<file path="src/rtl/dma_scheduler_if.sv">
// Bundle of requester handshakes and DMA engine configuration seen by dma_scheduler.
// master is the scheduler's view; slave is the requesters' and DMA engine's view.
interface dma_scheduler_if;
    logic        req0_valid;
    logic [31:0] req0_src;
    logic [31:0] req0_dst;
    logic [31:0] req0_len;
    logic        req0_ready;
    logic        done0;
    logic        err0;

    logic        req1_valid;
    logic [31:0] req1_src;
    logic [31:0] req1_dst;
    logic [31:0] req1_len;
    logic        req1_ready;
    logic        done1;
    logic        err1;

    logic        DMAEN;
    logic [31:0] DMASRC;
    logic [31:0] DMADST;
    logic [31:0] DMALEN;
    logic        DMA_interrupt;
    logic        busy;
    logic        owner;

    modport master (
        input  req0_valid, req0_src, req0_dst, req0_len,
        output req0_ready, done0, err0,
        input  req1_valid, req1_src, req1_dst, req1_len,
        output req1_ready, done1, err1,
        output DMAEN, DMASRC, DMADST, DMALEN,
        input  DMA_interrupt,
        output busy, owner
    );

    modport slave (
        output req0_valid, req0_src, req0_dst, req0_len,
        input  req0_ready, done0, err0,
        output req1_valid, req1_src, req1_dst, req1_len,
        input  req1_ready, done1, err1,
        input  DMAEN, DMASRC, DMADST, DMALEN,
        output DMA_interrupt,
        input  busy, owner
    );
endinterface

</file>
<file path="src/rtl/dma_scheduler.sv">
// Two-requester round-robin front end for a single DMA engine: accepts one
// descriptor at a time, runs it with a timeout watchdog and reports done/err.
module dma_scheduler #(
    parameter logic [15:0] TIMEOUT = 16'd65535
) (
    input  logic clk,
    input  logic rst,
    dma_scheduler_if.master bus
);
    localparam logic [1:0] IDLE  = 2'd0;
    localparam logic [1:0] LOAD  = 2'd1;
    localparam logic [1:0] RUN   = 2'd2;
    localparam logic [1:0] CLEAR = 2'd3;

    localparam logic [15:0] LAST_COUNT = TIMEOUT - 16'd1;

    logic [1:0]  state;
    logic        last_grant;
    logic [15:0] run_count;
    logic        owner_q;
    logic        status_err;
    logic [31:0] src_q;
    logic [31:0] dst_q;
    logic [31:0] len_q;

    logic        grant;
    logic        accept;
    logic [31:0] sel_src;
    logic [31:0] sel_dst;
    logic [31:0] sel_len;

    // On a tie the requester not served last wins; a lone valid always wins.
    always_comb begin
        grant   = (bus.req0_valid && bus.req1_valid) ? ~last_grant : bus.req1_valid;
        accept  = (state == IDLE) && (bus.req0_valid || bus.req1_valid);
        sel_src = grant ? bus.req1_src : bus.req0_src;
        sel_dst = grant ? bus.req1_dst : bus.req0_dst;
        sel_len = grant ? bus.req1_len : bus.req0_len;
    end

    always_ff @(posedge clk) begin
        if (rst) begin
            state      <= IDLE;
            last_grant <= 1'b1;
            run_count  <= 16'd0;
            owner_q    <= 1'b0;
            status_err <= 1'b0;
            src_q      <= 32'd0;
            dst_q      <= 32'd0;
            len_q      <= 32'd0;
        end else begin
            case (state)
                IDLE: begin
                    if (accept) begin
                        src_q      <= sel_src;
                        dst_q      <= sel_dst;
                        len_q      <= sel_len;
                        owner_q    <= grant;
                        last_grant <= grant;
                        status_err <= 1'b0;
                        state      <= (sel_len == 32'd0) ? CLEAR : LOAD;
                    end
                end
                LOAD: begin
                    run_count <= 16'd0;
                    state     <= RUN;
                end
                RUN: begin
                    // A completion arriving on the final watchdog cycle still counts as success.
                    if (bus.DMA_interrupt) begin
                        status_err <= 1'b0;
                        state      <= CLEAR;
                    end else if (run_count == LAST_COUNT) begin
                        status_err <= 1'b1;
                        state      <= CLEAR;
                    end else begin
                        run_count <= run_count + 16'd1;
                    end
                end
                CLEAR: begin
                    state <= IDLE;
                end
                default: begin
                    state <= IDLE;
                end
            endcase
        end
    end

    assign bus.req0_ready = accept && !grant;
    assign bus.req1_ready = accept && grant;

    assign bus.done0 = (state == CLEAR) && !status_err && !owner_q;
    assign bus.done1 = (state == CLEAR) && !status_err && owner_q;
    assign bus.err0  = (state == CLEAR) && status_err && !owner_q;
    assign bus.err1  = (state == CLEAR) && status_err && owner_q;

    assign bus.DMAEN  = (state == RUN);
    assign bus.DMASRC = src_q;
    assign bus.DMADST = dst_q;
    assign bus.DMALEN = len_q;
    assign bus.busy   = (state != IDLE);
    assign bus.owner  = owner_q;
endmodule

</file>
<file path="src/flat_wrapper.sv">
// flat-port wrapper written by rule: the top's interface ports become plain ports
module dma_scheduler_flat 
#(
    parameter logic [15:0] TIMEOUT = 16'd65535
)
  (clk, rst, bus_req0_valid, bus_req0_src, bus_req0_dst, bus_req0_len, bus_req0_ready, bus_done0, bus_err0, bus_req1_valid, bus_req1_src, bus_req1_dst, bus_req1_len, bus_req1_ready, bus_done1, bus_err1, bus_DMAEN, bus_DMASRC, bus_DMADST, bus_DMALEN, bus_DMA_interrupt, bus_busy, bus_owner);
  dma_scheduler_if bus_i ();
  input  logic clk;
  input  logic rst;
  input wire logic [$bits(bus_i.req0_valid)-1:0] bus_req0_valid;
  input wire logic [$bits(bus_i.req0_src)-1:0] bus_req0_src;
  input wire logic [$bits(bus_i.req0_dst)-1:0] bus_req0_dst;
  input wire logic [$bits(bus_i.req0_len)-1:0] bus_req0_len;
  output wire logic [$bits(bus_i.req0_ready)-1:0] bus_req0_ready;
  output wire logic [$bits(bus_i.done0)-1:0] bus_done0;
  output wire logic [$bits(bus_i.err0)-1:0] bus_err0;
  input wire logic [$bits(bus_i.req1_valid)-1:0] bus_req1_valid;
  input wire logic [$bits(bus_i.req1_src)-1:0] bus_req1_src;
  input wire logic [$bits(bus_i.req1_dst)-1:0] bus_req1_dst;
  input wire logic [$bits(bus_i.req1_len)-1:0] bus_req1_len;
  output wire logic [$bits(bus_i.req1_ready)-1:0] bus_req1_ready;
  output wire logic [$bits(bus_i.done1)-1:0] bus_done1;
  output wire logic [$bits(bus_i.err1)-1:0] bus_err1;
  output wire logic [$bits(bus_i.DMAEN)-1:0] bus_DMAEN;
  output wire logic [$bits(bus_i.DMASRC)-1:0] bus_DMASRC;
  output wire logic [$bits(bus_i.DMADST)-1:0] bus_DMADST;
  output wire logic [$bits(bus_i.DMALEN)-1:0] bus_DMALEN;
  input wire logic [$bits(bus_i.DMA_interrupt)-1:0] bus_DMA_interrupt;
  output wire logic [$bits(bus_i.busy)-1:0] bus_busy;
  output wire logic [$bits(bus_i.owner)-1:0] bus_owner;
  assign bus_i.req0_valid = bus_req0_valid;
  assign bus_i.req0_src = bus_req0_src;
  assign bus_i.req0_dst = bus_req0_dst;
  assign bus_i.req0_len = bus_req0_len;
  assign bus_req0_ready = bus_i.req0_ready;
  assign bus_done0 = bus_i.done0;
  assign bus_err0 = bus_i.err0;
  assign bus_i.req1_valid = bus_req1_valid;
  assign bus_i.req1_src = bus_req1_src;
  assign bus_i.req1_dst = bus_req1_dst;
  assign bus_i.req1_len = bus_req1_len;
  assign bus_req1_ready = bus_i.req1_ready;
  assign bus_done1 = bus_i.done1;
  assign bus_err1 = bus_i.err1;
  assign bus_DMAEN = bus_i.DMAEN;
  assign bus_DMASRC = bus_i.DMASRC;
  assign bus_DMADST = bus_i.DMADST;
  assign bus_DMALEN = bus_i.DMALEN;
  assign bus_i.DMA_interrupt = bus_DMA_interrupt;
  assign bus_busy = bus_i.busy;
  assign bus_owner = bus_i.owner;
  dma_scheduler #(.TIMEOUT(TIMEOUT)) u_core (.clk(clk), .rst(rst), .bus(bus_i));
endmodule
</file>
<file path="config.mk">
export PLATFORM = sky130hd
export DESIGN_NAME = dma_scheduler_flat
export DESIGN_NICKNAME = d
export VERILOG_FILES = /design/src/rtl/dma_scheduler_if.sv /design/src/rtl/dma_scheduler.sv /design/src/flat_wrapper.sv
export SDC_FILE = /design/constraint.sdc
export NUM_CORES = 1
export LEC_CHECK = 0
export CAP_MARGIN = 15
export CELL_PAD_IN_SITES_DETAIL_PLACEMENT = 0
export CELL_PAD_IN_SITES_GLOBAL_PLACEMENT = 1
export CORE_AREA = 3 3 152 154
export CTS_CLUSTER_SIZE = 12
export DETAILED_ROUTE_END_ITERATION = 10
export DIE_AREA = 0 0 155 157
export HOLD_SLACK_MARGIN = 0.15
export MAX_ROUTING_LAYER = met4
export PLACE_DENSITY_LB_ADDON = 0.1
export REMOVE_ABC_BUFFERS = 1
export SLEW_MARGIN = 5
export SYNTH_ARGS = -nofsm -noshare
export SYNTH_HDL_FRONTEND = slang
export SYNTH_SLANG_ARGS = --single-unit
</file>
<file path="constraint.sdc">
create_clock -name clk -period 2 [get_ports clk]
set_input_delay 0.4 -clock clk [delete_from_list [all_inputs] [get_ports clk]]
set_output_delay 0.4 -clock clk [all_outputs]
set_load 0.02 [all_outputs]
</file>
==> results_dict.tcl, run 1 <==
set metrics [dict create \
    dpl_cell_area_um2 8750 \
    syn_area_per_cell_um2 8.69 \
    synth_area_leaders "dfxtp_1, a32oi_1, a21oi_1" \
    synth_top_area_cell "dfxtp_1" \
    routed_wl_um 22400 \
    finalHoldViolCount 0 \
    grt_pass1_vias 5949 \
    slew_headroom_pct 50.6 \
    crit_top_cell "buf_12" \
    dp_slack_ns -0.310 \
    final_area_um2 9360 \
    ios 302 \
    final_util_pct 42.9 \
    ys_warn_count 0 \
    finalWorstSetupSlack_ns 0.0506 \
    finalCriticalPeriod_ns 1.95 \
    clk_pin_slew_ns 0.05 \
    drt-pass1-iter-count 7 \
    required_ns 1.60 \
    cts_tree "done" \
    netSwitchingPower_w 0.00370 \
    synthFlopType "dfxtp_1" \
    pwr-share-comb_pct 43.4 \
    finalNetCount 1110 \
    ctsHoldBuffers 0 \
    grt-ovfl-total 0 \
    syn_area_um2 5250 \
    slowest_delay_ns 0.46 \
    layout-drive-gt1-share_pct 9.81 \
    period_share_pct 97.5 \
    antenna_found_initial 1 \
    yosysMostFrequentCell "dfxtp_1" \
    critPathArrivalTime_ns 1.55 \
    grt_usage_pct 18.4 \
    finalPower_w 0.0102 \
    crit_type "in2out" \
    drc_errors 0 \
    viasPerCell 4.89 \
    slew_violations 0 \
    fmax_mhz 513 \
    p_leak_nw 3.33 \
    first_iter_violations 244 \
    numCtsBuffers 17 \
    critPathTopFamily "buffers and inverters" \
    yosys_register_bits 117 \
    seq_area_um2 2340 \
    clock_latency_ns 0.41 \
    skew_ns 0.00692 \
    gp_congestion 0.824 \
    clockBufferDepth 2 \
    syn_inst 604 \
    critical_path_buf_inv_count 4 \
    power_frac_seq_pct 29.8 \
    portBuffers 301 \
    slowest_stage "clkdlybuf4s50_1" \
    placed_cells 1163 \
    initial_core_util_pct 24.0 \
    async_flop_share_pct 0 \
    post_layout_nonfiller_instances 1198 \
    p_per_area_nw_per_um2 1090 \
    grt_max_degree 65 \
    cap_violations 0 \
    rows 54 \
    synthTopCellsByCount "dfxtp_1, a21oi_1, nand2_1" \
    rsz0062_at_grt "yes" \
    die_h_um 157 \
    setup_viol_count_final 0 \
    worst_slew_pin_slew_ns 0.741 \
    worst-path-max-fanout 8 \
    sw_frac_of_total_pct 36.1 \
    crit_path_end_kind "output port" \
    dp.final_hpwl_um 15800 \
    max-vdd-ir-drop_mv 0.486 \
    cts_root_buf "clkbuf_16" \
    clock-sinks 117 \
    num_vias 5854 \
    p_clk_share_pct 26.8 \
    crit_chain "clkdlybuf4s50_1, buf_4, o21ai_4, nor2_4, buf_12, buf_12" \
    synth_top_area_share_pct 44.6 \
    post_drt_wl_per_cell_um 18.7 \
    multi_input_area_um2 2710 \
    p_int_w 0.00654 \
    grt_pass1_wl_um 34000 \
    area_delta_synth_final_pct 78.4 \
    synth_cell_types 40 \
    ys_seq_area_share_pct 44.6 \
    fillers 2161 \
    outcome "completed" \
    hp-class "in2reg" \
    start_kind "primary input" \
    r2r_slack_ns 0.09 \
    die_area_um2 24300 \
    core_um2 21800 \
    die_w_um 155 \
    synth-edff-count 0 \
    h-tree-depth 4 \
    ant_nets 0 \
]
power by group through the flow:
| stage | Sequential, W | Combinational (W) | Clock [W] |
|---|---|---|---|
| finish | 0.00305 | 0.00444 | 0.00275 |
| CTS | 0.00305 | 0.00447 | 0.00284 |
| detailed placement | 0.00309 | 0.00422 | 0 |
| global placement | 0.00307 | 0.00419 | 0 |
| floorplan | 0.00361 | 0.00155 | 0 |
| global route | 0.00311 | 0.00477 | 0.00295 |
final cells by class:
| type | count | area share, % |
|---|---|---|
| Timing Repair Buffer | 338 | 36.4 |
| Antenna cell | 1 | 0.0267 |
| Multi-Input combinational cell | 426 | 28.9 |
| Sequential cell | 117 | 25.0 |
| Clock inverter | 9 | 0.602 |
| Inverter | 6 | 0.241 |
| Clock buffer | 21 | 5.03 |
| Tap cell | 280 | 3.74 |
through the flow:
step	hold slack, ns	setup TNS, ns
final	0.396	0
after global routing	0.394	-0.0442
after CTS	0.385	-0.00574
after detailed placement	0.481	-19.19
after global placement	0.456	-20.13
after floorplan	0.430	-951.82
cell usage in the layout, fill, tap and decap left out, types with 4 or more instances in the layout:
| master | netlist | final |
|---|---|---|
| nand2b_1 | 4 | 4 |
| clkbuf_16 | 0 | 17 |
| nand2_1 | 74 | 74 |
| nor4_1 | 15 | 15 |
| or3_1 | 6 | 6 |
| mux2i_1 | 32 | 32 |
| nand3_1 | 6 | 6 |
| o21ai_0 | 11 | 10 |
| a21oi_1 | 78 | 78 |
| nor2_1 | 51 | 49 |
| dfxtp_1 | 117 | 116 |
| buf_4 | 0 | 30 |
| a32oi_1 | 64 | 64 |
| ha_1 | 7 | 5 |
| nand4_1 | 8 | 8 |
| clkdlybuf4s50_1 | 0 | 292 |
| clkinv_2 | 0 | 5 |
| nor3_1 | 6 | 6 |
| buf_12 | 0 | 7 |
| a211oi_1 | 33 | 33 |
| inv_1 | 6 | 4 |
sequential cells by signal, summed over array words and instances (netlist names):
name               count
u_core.state           2
u_core.last_grant      1
u_core.run_count      16
u_core.status_err      1
u_core.bus.owner       1
u_core.bus.DMADST     32
u_core.bus.DMASRC     32
u_core.bus.DMALEN     32
what timing repair did:
item,in CTS,in global routing
hold endpoints to repair,0,0
buffers inserted,1,1
resized for setup,23,5
gates cloned,2,0
endpoints found under the setup margin,8,6
routing by layer:
metal,wire length [um],vias to the layer above,GRT usage [%]
li1,-,2869,-
met1,9330,2780,21.5
met2,11400,182,30.9
met3,1220,23,5.00
met4,473,0,5.63
met5,0,-,-
path summary, 6_finish.rpt:
check                                    from                                end  depth (start not counted)
max                            bus_req0_valid                     bus_req0_ready                          6
min                                       rst   u_core.run_count[0]$_SDFFE_PP0P_                          2
max reg2reg      u_core.state[0]$_SDFFE_PP0P_  u_core.run_count[13]$_SDFFE_PP0P_                          7
min reg2reg  u_core.run_count[9]$_SDFFE_PP0P_   u_core.run_count[9]$_SDFFE_PP0P_                          2
worst register-to-register path: stages, from the launching register on:
cell	delay [ns]
dfxtp_1	0.32
inv_2	0.09
ha_1	0.23
nor2b_2	0.18
nand3_1	0.13
o22a_4	0.28
or4_1	0.47
a21oi_1	0.15
logic make-up after synthesis:
| group | share of synthesized area [%] |
|---|---|
| xor gates and xnor gates | 0.668 |
| and+or+nand+nor | 16.5 |
| adders and majority gates | 1.67 |
| buffers and inverters | 4.82 |
| DFF | 44.6 |
| AOI/OAI and AO/OA | 25.6 |
| muxes | 6.11 |
No activity file was read; power rests on OpenSTA's default activity.
==> inputs of run 2 (changes only) <==
CAP_MARGIN = 20   (was 15)
==> results of run 2 <==
Final layout, timing and power as in run 1 (identical DEF).
